===== config.mk =====
export PLATFORM = sky130hd
export DESIGN_NAME = alu_issue_ctrl
export DESIGN_NICKNAME = d
export VERILOG_FILES = /design/src/rtl/alu_issue_ctrl.sv
export SDC_FILE = /design/constraint.sdc
export NUM_CORES = 1
export LEC_CHECK = 0
export CAP_MARGIN = 10
export CORE_MARGIN = 3
export CORE_UTILIZATION = 45
export CTS_BUF_LIST = sky130_fd_sc_hd__clkbuf_4 sky130_fd_sc_hd__clkbuf_8
export CTS_CLUSTER_SIZE = 14
export DETAILED_ROUTE_END_ITERATION = 7
export GPL_TIMING_DRIVEN = 0
export PLACE_DENSITY_LB_ADDON = 0.1
export SETUP_SLACK_MARGIN = 0.4
export SYNTH_ARGS = -nofsm -noshare
export SYNTH_HDL_FRONTEND = slang
export SYNTH_SLANG_ARGS = --single-unit

===== constraint.sdc =====
create_clock -name clk -period 3 [get_ports clk]
set_input_delay 0.6 -clock clk [delete_from_list [all_inputs] [get_ports clk]]
set_output_delay 0.6 -clock clk [all_outputs]
set_load 0.03 [all_outputs]

===== src/rtl/alu_issue_ctrl.sv =====
// Request/response wrapper around the combinational RV32I ALU: decodes funct3/funct7[5]/is_imm,
// drives the ALU for one cycle, then returns the captured result on a valid/ready channel.
module alu_issue_ctrl #(
   parameter int WIDTH = 32,
   parameter int CNT_W = 16
) (
   input  logic             clk,
   input  logic             rst,
   input  logic             req_valid,
   output logic             req_ready,
   input  logic [WIDTH-1:0] req_rs1,
   input  logic [WIDTH-1:0] req_rs2,
   input  logic [WIDTH-1:0] req_imm,
   input  logic             req_is_imm,
   input  logic [2:0]       req_funct3,
   input  logic             req_f7b5,
   output logic [WIDTH-1:0] alu_a,
   output logic [WIDTH-1:0] alu_b,
   output logic [2:0]       alu_op,
   input  logic [WIDTH-1:0] alu_result,
   output logic             resp_valid,
   input  logic             resp_ready,
   output logic [WIDTH-1:0] resp_result,
   output logic             resp_err,
   output logic [CNT_W-1:0] cnt_issued,
   output logic [CNT_W-1:0] cnt_illegal
);

   localparam logic [1:0] S_IDLE  = 2'd0;
   localparam logic [1:0] S_ISSUE = 2'd1;
   localparam logic [1:0] S_RESP  = 2'd2;

   localparam logic [2:0] OP_ADD = 3'd0;
   localparam logic [2:0] OP_SUB = 3'd1;
   localparam logic [2:0] OP_AND = 3'd2;
   localparam logic [2:0] OP_OR  = 3'd3;
   localparam logic [2:0] OP_XOR = 3'd4;
   localparam logic [2:0] OP_SLT = 3'd5;
   localparam logic [2:0] OP_SLL = 3'd6;
   localparam logic [2:0] OP_SRL = 3'd7;

   logic [1:0]       state_q, state_d;
   logic [WIDTH-1:0] alu_a_q, alu_a_d;
   logic [WIDTH-1:0] alu_b_q, alu_b_d;
   logic [2:0]       alu_op_q, alu_op_d;
   logic [WIDTH-1:0] result_q, result_d;
   logic             err_q, err_d;
   logic [CNT_W-1:0] cnt_issued_q, cnt_issued_d;
   logic [CNT_W-1:0] cnt_illegal_q, cnt_illegal_d;

   logic [2:0]       dec_op;
   logic             dec_illegal;

   // Decode funct3/funct7[5]; funct3=011 and funct3=101 with funct7[5] set are flagged illegal.
   always_comb begin
      dec_op      = OP_ADD;
      dec_illegal = 1'b0;
      case (req_funct3)
         3'b000:  dec_op = (req_f7b5 && !req_is_imm) ? OP_SUB : OP_ADD;
         3'b001:  dec_op = OP_SLL;
         3'b010:  dec_op = OP_SLT;
         3'b011:  dec_illegal = 1'b1;
         3'b100:  dec_op = OP_XOR;
         3'b101: begin
            dec_op      = OP_SRL;
            dec_illegal = req_f7b5;
         end
         3'b110:  dec_op = OP_OR;
         3'b111:  dec_op = OP_AND;
         default: dec_op = OP_ADD;
      endcase
   end

   always_comb begin
      state_d       = state_q;
      alu_a_d       = alu_a_q;
      alu_b_d       = alu_b_q;
      alu_op_d      = alu_op_q;
      result_d      = result_q;
      err_d         = err_q;
      cnt_issued_d  = cnt_issued_q;
      cnt_illegal_d = cnt_illegal_q;
      case (state_q)
         S_IDLE: begin
            if (req_valid) begin
               if (dec_illegal) begin
                  state_d  = S_RESP;
                  result_d = '0;
                  err_d    = 1'b1;
                  if (cnt_illegal_q != {CNT_W{1'b1}})
                     cnt_illegal_d = cnt_illegal_q + CNT_W'(1);
               end else begin
                  state_d  = S_ISSUE;
                  alu_a_d  = req_rs1;
                  alu_b_d  = req_is_imm ? req_imm : req_rs2;
                  alu_op_d = dec_op;
                  if (cnt_issued_q != {CNT_W{1'b1}})
                     cnt_issued_d = cnt_issued_q + CNT_W'(1);
               end
            end
         end
         S_ISSUE: begin
            state_d  = S_RESP;
            result_d = alu_result;
            err_d    = 1'b0;
         end
         S_RESP: begin
            if (resp_ready)
               state_d = S_IDLE;
         end
         default: state_d = S_IDLE;
      endcase
   end

   always_ff @(posedge clk) begin
      if (rst) begin
         state_q       <= S_IDLE;
         alu_a_q       <= '0;
         alu_b_q       <= '0;
         alu_op_q      <= OP_ADD;
         result_q      <= '0;
         err_q         <= 1'b0;
         cnt_issued_q  <= '0;
         cnt_illegal_q <= '0;
      end else begin
         state_q       <= state_d;
         alu_a_q       <= alu_a_d;
         alu_b_q       <= alu_b_d;
         alu_op_q      <= alu_op_d;
         result_q      <= result_d;
         err_q         <= err_d;
         cnt_issued_q  <= cnt_issued_d;
         cnt_illegal_q <= cnt_illegal_d;
      end
   end

   assign req_ready   = (state_q == S_IDLE);
   assign resp_valid  = (state_q == S_RESP);
   assign resp_result = result_q;
   assign resp_err    = err_q;
   assign alu_a       = alu_a_q;
   assign alu_b       = alu_b_q;
   assign alu_op      = alu_op_q;
   assign cnt_issued  = cnt_issued_q;
   assign cnt_illegal = cnt_illegal_q;

endmodule


==> reports/metrics.cfg <==
[pwr]
power_frac_comb_pct=22.8
p_leak_nw=3.24
power.switching_mw=1.28
sw_frac_of_total_pct=29.1
total_power_mw=4.38
power.internal_mw=3.10
p_seq_share_pct=44.6
p_clk_share_pct=32.7
p_per_area_nw_per_um2=480
peakVddDrop_v=0.000342

[final_layout]
antenna_cells=0
area_growth_pct=56.2
drive_gt1_share_pct=6.47
fin_nets=1100
num-fill-cells=958
final_core_util_pct=73.7
fin_cells=1142

[cts]
clockRootBuffer=clkbuf_8
cts_buffers=17
worstSkewPairLatency_ps=440
cts.clk_slew.worst_paths_ps=70
clock_sinks=134
cts.hold.buffers_added=0
cts_tree=done
clockBufferDepth=2
htreeDepth=4

[placement]
place.gp.congestion=0.811
dpl.cell_count=1110
io_buffer_count=268
dpl.hpwl_um=14900

[yosys]
synth.top_cell.area_share_pct=46.0
synth_seq_cells=134
synth.area.top_cells=dfxtp_1 46%, a21oi_1 7.0%, mux2i_1 5.8%
synthArstFlopShare_pct=0
synth_cell_types=47
yosysSeqAreaShare_pct=46.0
yosysTopAreaCell=dfxtp_1
synth_nets=813
yosys_warnings=0
synth_cells=674
synth_flop_cell=dfxtp_1
syn_area_um2=5830
synthTopCellsByCount=134 x dfxtp_1, 82 x a21oi_1, 73 x nand2_1
avgSynthCellArea_um2=8.66
synth.most_common_cell=dfxtp_1
synth_edf_count=0

[sta]
clock_skew_ps=6.36
drv_slew=0
setup_viol=0
rsz0062_at_grt=no
worstMarginPinSlew_ps=892
tns_ps=0
timing.final.crit_share_pct=81.3
fmax_mhz=410
fin_crit_ps=2440
relSlewSlack_pct=39.8
hold_violations=0

[floorplanning]
die_w_um=120
num_rows=40
core_um2=12400
dieHeight_um=120
io_pins=271
start_util_pct=47.2
dieArea_um2=14400

[routing]
first_iter_violations=328
avgRoutedWirePerCell_um=16.8
vias=6255
firstDrtPassIters=5
ant_nets=0
drt_drc_violations_left=0
drt-vias-per-instance=5.48
drt-total-wl_um=19200

[run_status]
status=finished clean

[global_route]
grt_usage_pct=26.4
grt_overflow=0
grt_max_degree=17
grt_pass1_wl_um=30300
first_global_vias=6104
antenna_found_initial=0

[worst_hold_path]
min_path_cells=2
hold_class=reg -> reg

[critical_path]
cp_max_fo=10
critPathLaunchType=register
cp.arrival_ps=1840
timing_worst_setup_path_type=reg -> out
ff2ff_path_depth=6
crit_required_ps=2400
end_kind=output port

[job]
cap_violations=0

[layer usage]
layer  share of wire [%]  GRT usage, %  routed length, um  vias up
li1                    -             -                  -     3016
met5                   0             0                  0        -
met3                 9.4          10.1               1800       31
met2                  51          47.2               9830      266
met1                  38          28.6               7220     2942
met4                 1.8          8.80                355        0
[critical path, stage by stage, from the launching register on]
cell and delay [ps]:
dfxtp_1 310, buf_2 210, nor2b_1 190, clkdlybuf4s50_1 690
[path summary, 6_finish.rpt]
kind | slack, ps | endpoint | start
worst max-delay path | 560 | resp_valid | state_q[1]$_SDFFE_PP0P_
worst min-delay path | 450 | resp_err$_SDFFE_PP0P_ | resp_err$_SDFFE_PP0P_
worst max register to register | 800 | cnt_issued[1]$_SDFFE_PP0P_ | cnt_issued[0]$_SDFFE_PP0P_
worst min register to register | 450 | resp_err$_SDFFE_PP0P_ | resp_err$_SDFFE_PP0P_
[sequential cells by signal (all words and copies together), names as in the netlist]
register and flops:
alu_b 32, resp_err 1, resp_result 32, state_q 2, alu_a 32, alu_op 3
cnt_illegal 16, cnt_issued 16
[cell type report]
| class | instances | area [um2] | area share, % |
|---|---|---|---|
| clock buffer | 24 | 312 | 3.42 |
| buffer | 56 | 223 | 2.44 |
| clock inverter | 8 | 72.6 | 0.796 |
| tap | 168 | 210 | 2.31 |
| multi-input combinational | 476 | 2900 | 31.8 |
| inverter | 8 | 30.0 | 0.329 |
| sequential | 134 | 2680 | 29.4 |
| timing repair buffer | 268 | 2690 | 29.5 |
[what timing repair did]
| action | 4_1_cts | 5_1_grt |
|---|---|---|
| endpoints found under the setup margin | 1 | 1 |
| gates cloned | 0 | 0 |
| gates resized for setup | 1 | 1 |
| setup buffers | 0 | 0 |
[power by group through the flow]
stage                     logic [mW]  clock network (mW)  registers, mW
after floorplan                0.300                   0           2.19
after global placement         0.978                   0           1.98
after detailed placement       0.997                   0           1.99
after CTS                       1.00                1.45           1.95
after global routing            1.07                1.54           1.96
final                          0.997                1.43           1.95
[through the flow]
step,hold slack [ps],instance area (um2),worst slack (ps)
after CTS,458,9110,432
after global routing,469,9110,447
after detailed placement,444,8730,259
after global placement,441,8730,331
final,455,9110,562
after floorplan,579,5830,1030
[cells by family after synthesis]
kind of cell               share of synthesized area (%)
xor gates and xnor gates                           0.150
buffers and inverters                               4.31
and+or+nand+nor                                     20.8
DFF                                                 46.0
muxes                                               8.73
adders and majority gates                          0.429
AOI/OAI and AO/OA                                   19.6
[cell usage in the layout, fill, tap and decap left out, types with 2 or more instances in the layout]
| cell | Yosys | final |
|---|---|---|
| and4_1 | 4 | 4 |
| nand4_1 | 6 | 6 |
| mux2_2 | 15 | 15 |
| or4_1 | 11 | 11 |
| o21ai_0 | 3 | 3 |
| clkinvlp_4 | 0 | 3 |
| or3_1 | 4 | 4 |
| inv_1 | 7 | 7 |
| clkbuf_1 | 41 | 40 |
| nor3_1 | 3 | 3 |
| a22oi_1 | 32 | 32 |
| o31ai_1 | 11 | 11 |
| nand3_1 | 46 | 46 |
| mux2i_1 | 34 | 34 |
| nand2_1 | 73 | 73 |
| nor2_1 | 55 | 55 |
| clkbuf_4 | 0 | 3 |
| a21oi_1 | 82 | 82 |
| nand3b_1 | 3 | 3 |
| ha_1 | 2 | 2 |
| clkinv_2 | 0 | 4 |
| buf_2 | 9 | 9 |
| clkdlybuf4s50_1 | 0 | 267 |
| nor4_1 | 3 | 3 |
| nand2b_1 | 4 | 4 |
| clkbuf_8 | 0 | 21 |
| nand4_2 | 2 | 2 |
| buf_1 | 6 | 6 |
| and3_1 | 5 | 5 |
| a211oi_1 | 43 | 43 |
| dfxtp_1 | 134 | 134 |
| nor2b_1 | 16 | 16 |
No activity file was read; power rests on OpenSTA's default activity.
==> RTL edit 1, RTL diff (same flow settings) <==
Reset style: asynchronous (`rst`), changed in one clocked block.
--- a/src/rtl/alu_issue_ctrl.sv
+++ b/src/rtl/alu_issue_ctrl.sv
@@ -112,7 +112,7 @@
       endcase
    end
 
-   always_ff @(posedge clk) begin
+   always_ff @(posedge clk or posedge rst) begin
       if (rst) begin
          state_q       <= S_IDLE;
          alu_a_q       <= '0;
Behaviour: differs if rst is asserted again (counterexample within 4 cycles, from zero or initial values and one cycle with rst high); with rst held inactive, the same outputs for 4 cycles.
==> RTL edit 1 against the unedited design <==
- critical path depth up 1
- sequential cell count unchanged
- final area up 0.56%
- synthesized area down 2.3%
- setup slack better by 74 ps
- wire length down 7.9%
- core utilization up 1.3 points
- via count down 19%
- sequential share of layout area up 7.2 points
- die area down 2.2%
Power is not compared: it rests on default switching activity, and its combinational part moved more than twofold at a synthesized area within 25%.
==> RTL edit 1: results (changes against the unedited design) <==
Global routing
  – GR Util met2: 42.5% (was 47.2%)
  – Grt met1 use: 29.2% (was 28.6%)
  – Total GRT Usage: 25.0% (was 26.4%)
  – Vias in the first global route: 5180 (was 6104)
  – Met3 Track Usage GR: 8.76% (was 10.1%)
  – Global-route wire length before repair: 27800 microns (was 30300 microns)
  – Largest net degree at the start of global routing: 43 (was 17)

Clock network
  – Post-cts resize count: 0 (was 1)
  – Clock transition at path regs: 80 ps

Routing
  – DR vias/cell: 5.10 (was 5.48)
  – Via count: 5089 (was 6255)
  – Detailed-route wire length on metal 1: 7000 microns (was 7220 microns)
  – Final wirelength: 17700 microns (was 19200 microns)
  – DR iter-0 viols: 251 (was 328)
  – Routed wl met2: 8840 microns (was 9830 microns)
  – Drt first pass iters: 4 (was 5)

Place
  – Placed insts: 965 (was 1110)
  – Gp weighted congestion: 0.804 (was 0.811)
  – Post-place setup slack: 458 ps (was 259 ps)
  – Placed inst area: 0.00866 sq mm (was 0.00873 sq mm)
  – Hpwl dp: 13600 microns (was 14900 microns)

Synthesis
  – Top cells by count, synth: nand2_1 (139), dfrtp_1 (134), o21ai_0 (34), a22o_1 (32), mux2i_1 (32) (was dfxtp_1 (134), a21oi_1 (82), nand2_1 (73), nor2_1 (55), nand3_1 (46))
  – Mux share of post-synthesis cell area: 6.21% (was 8.73%)
  – Net Count, Synth: 665 (was 813)
  – Post-Syn Instances: 526 (was 674)
  – Sequential-to-total area share from yosys stat: 58.8% (was 46.0%)
  – Synth Area in Compound Gates: 9.28% (was 19.6%)
  – Synth top area cells: dfrtp_1 (59%), nand2_1 (9.2%), mux2i_1 (5.6%) (was dfxtp_1 (46%), a21oi_1 (7.0%), mux2i_1 (5.8%))
  – Synth async-reset ratio: 100% (was 0%)
  – Count of cell types in the netlist: 41 (was 47)
  – Xor/xnor share of the synthesized area: 4.45% (was 0.150%)
  – Adder-Cell Fraction of Synth Area: 0.439% (was 0.429%)
  – Main synth FF type: dfrtp_1 (was dfxtp_1)

Status
  – Status: completed (unchanged)

Layout
  – Fraction of layout cells with a size suffix above 1: 9.17% (was 6.47%)
  – Net count reported at finish: 955 (was 1100)
  – FILL cells: 870 (was 958)
  – Layout area overhead: 60.8% (was 56.2%)

Timing
  – Clk_skew: 12.1 ps (was 6.36 ps)
  – Slew @ Worst Pin: 749 ps (was 892 ps)
  – Total Negative Setup Slacks: 0 ps (unchanged)

Critical path
  – Crit path DAT: 1760 ps (was 1840 ps)
  – Crit path max fanout: 4 (was 10)
  – Critical Path Max Stage Delay: 660 ps (was 690 ps)

Min path
  – Worst hold path type: reg2reg (unchanged)

Pwr
  – Total Power: 9370 uW
RTL edit 1: cell count changes in the layout (fill, tap and decap cells not counted), moves of 35 or more:
cell	delta
a21oi_1	-80
dfrtp_1	+134
nand2_1	+66
nor2_1	-46
dfxtp_1	-134
a211oi_1	-43
nand3_1	-35
RTL edit 1: final timing paths:
kind,from,to,slack [ps],depth (start not counted)
worst max-delay path,state_q[0],resp_valid,640,4
worst min-delay path,alu_a[15],alu_a[15],480,2
worst max register to register,cnt_issued[0],cnt_issued[9],1030,6
worst min register to register,alu_a[15],alu_a[15],480,2
max in group asynchronous,rst,alu_b[15],1580,4
min in group asynchronous,rst,resp_result[23],590,2
RTL edit 1: cell type report:
cell class,instances,area share (%)
Buffer,30,1.53
Timing Repair Buffer,271,29.9
Multi-Input combinational cell,356,23.8
Clock inverter,8,2.07
Tap cell,168,2.29
Sequential cell,134,36.6
Inverter,6,0.287
Clock buffer,24,3.47
==> RTL edit 2, RTL diff (config.mk and constraints unchanged) <==
Without the edit above. Change the parameter `WIDTH` from 32 to 28.
--- a/src/rtl/alu_issue_ctrl.sv
+++ b/src/rtl/alu_issue_ctrl.sv
@@ -1,7 +1,7 @@
 // Request/response wrapper around the combinational RV32I ALU: decodes funct3/funct7[5]/is_imm,
 // drives the ALU for one cycle, then returns the captured result on a valid/ready channel.
 module alu_issue_ctrl #(
-   parameter int WIDTH = 32,
+   parameter int WIDTH = 28,
    parameter int CNT_W = 16
 ) (
    input  logic             clk,
Ports: changed (7 resized); port bits go from 271 to 243. No check against the original RTL was run, so the function may have changed too.
==> RTL edit 2 against the unedited design <==
- total power decreased by 2.4%
- hold slack hardly changed
- sequential power down 9%
- synthesized area is 13% lower
- setup slack improved by 32 ps
- via count is 19% lower
- wire length shrank 16%
- critical path depth did not move
- sequential cell count is 12 lower
- final area is 11% lower
- die area is 12% lower
==> RTL edit 2: results (changes against the unedited design) <==
Status
  – Status: completed (unchanged)

Synthesis
  – Synth top area cells: dfxtp_1 (48%), nor2_1 (7.2%), mux2i_1 (5.7%) (was dfxtp_1 (46%), a21oi_1 (7.0%), mux2i_1 (5.8%))
  – Adder-Cell Fraction of Synth Area: 0.493% (was 0.429%)
  – Sequential-to-total area share from yosys stat: 48.1% (was 46.0%)
  – Net Count, Synth: 683 (was 813)
  – Synth Area in Compound Gates: 15.8% (was 19.6%)
  – Mux share of post-synthesis cell area: 5.71% (was 8.73%)
  – Top cells by count, synth: dfxtp_1 (122), nor2_1 (97), nand2_1 (65), a21oi_1 (35), mux2i_1 (29) (was dfxtp_1 (134), a21oi_1 (82), nand2_1 (73), nor2_1 (55), nand3_1 (46))
  – Count of cell types in the netlist: 50 (was 47)
  – Xor/xnor share of the synthesized area: 4.31% (was 0.150%)

Global routing
  – Total GRT Usage: 25.3% (was 26.4%)
  – Vias in the first global route: 5072 (was 6104)
  – Global-route wire length before repair: 25800 microns (was 30300 microns)
  – GR Util met2: 44.1% (was 47.2%)
  – Largest net degree at the start of global routing: 17 (unchanged)
  – Grt met1 use: 29.5% (was 28.6%)
  – Met3 Track Usage GR: 6.52% (was 10.1%)

Routing
  – Met3 wire len: 1050 microns (was 1800 microns)
  – Routed len/inst: 16.7 microns (was 16.8 microns)
  – DR vias/cell: 5.21 (was 5.48)
  – DR iter-0 viols: 303 (was 328)
  – Detailed-route wire length on metal 1: 6600 microns (was 7220 microns)
  – Drt first pass iters: 6 (was 5)
  – Routed wl met2: 8150 microns (was 9830 microns)

Clock network
  – Clk_lat worst skew: 420 ps (was 440 ps)
  – Max clock buf depth: 2 (unchanged)
  – Clock Tree Root: clkbuf_8 (unchanged)
  – Post-cts resize count: 0 (was 1)

Timing
  – Clk_skew: 9.37 ps (was 6.36 ps)
  – Slew @ Worst Pin: 730 ps (was 892 ps)

Layout
  – Net count reported at finish: 942 (was 1100)
  – Fraction of layout cells with a size suffix above 1: 8.05% (was 6.47%)

Min path
  – Hold EP: alu_a[20] (was resp_err)
  – Hold path startpoint: alu_a[20] (was resp_err)

Pwr
  – Static leakage: 0.00292 uW (was 0.00324 uW)
  – Worst VDD drop: 0.000315 V (was 0.000342 V)
  – Psw: 1140 uW (was 1280 uW)

Place
  – Hpwl dp: 12300 microns (was 14900 microns)
  – Port Buf Inserts: 240 (was 268)
  – Gp weighted congestion: 0.832 (was 0.811)

Critical path
  – Crit path max fanout: 5 (was 10)
  – Critical R2R Launch: cnt_illegal[0] (was cnt_issued[0])
  – Worst R2R Setup Slack: 1120 ps (was 800 ps)
  – Crit path DAT: 1810 ps (was 1840 ps)
  – RR Endpoint: cnt_illegal[15] (was cnt_issued[1])
RTL edit 2: changes by cell type after synthesis, moves of 17 or more:
| cell | before | now |
|---|---|---|
| clkbuf_1 | 41 | 22 |
| a21oi_1 | 82 | 35 |
| a211oi_1 | 43 | 26 |
| nor2_1 | 55 | 97 |
| nand3_1 | 46 | 8 |
| xnor2_1 | 1 | 23 |
RTL edit 2: cell type report:
cell class,instances,area [sq um]
clock buffer,24,305
clock inverter,8,140
timing repair buffer,240,2400
fill,865,2830
sequential,122,2440
inverter,5,18.8
buffer,37,181
multi-input combinational,396,2440
tap,140,175
RTL edit 2: through the flow:
step | hold WS [ps] | cell area (sq um) | setup WS (ps) | std cells | total power, uW
after floorplan | 580 | 5080 | 1160 | 560 | 2260
after global placement | 440 | 7660 | 507 | 940 | 2670
after detailed placement | 445 | 7660 | 424 | 940 | 2690
after CTS | 454 | 8100 | 571 | 972 | 4300
after global routing | 476 | 8100 | 493 | 972 | 4440
final | 455 | 8100 | 594 | 972 | 4270
RTL edit 2: how the worst max path moves through the flow:
stage	from	to	slack, ps	cells past startpoint
floorplan	cnt_issued[8]	cnt_issued[7]	1160	5
detailed placement	req_funct3[1]	resp_result[14]	420	8
CTS	state_q[1]	resp_valid	570	3
global route	state_q[1]	resp_valid	490	3
finish	state_q[1]	resp_valid	590	3
global placement	req_funct3[2]	alu_b[17]	510	6
RTL edit 2: power groups by stage:
stage	sequential [uW]	clock, uW	combinational, uW
2_1_floorplan	1980	0	279
3_3_place_gp	1800	0	871
3_5_place_dp	1800	0	886
4_1_cts	1770	1640	891
5_1_grt	1780	1710	949
6_report	1770	1620	886
RTL edit 2: critical path, delay by kind of cell (launching register included):
kind | cells | cell delay (ps)
buffers and inverters | 2 | 820
AND/OR/NAND/NOR | 1 | 110
flip-flops | 1 | 460
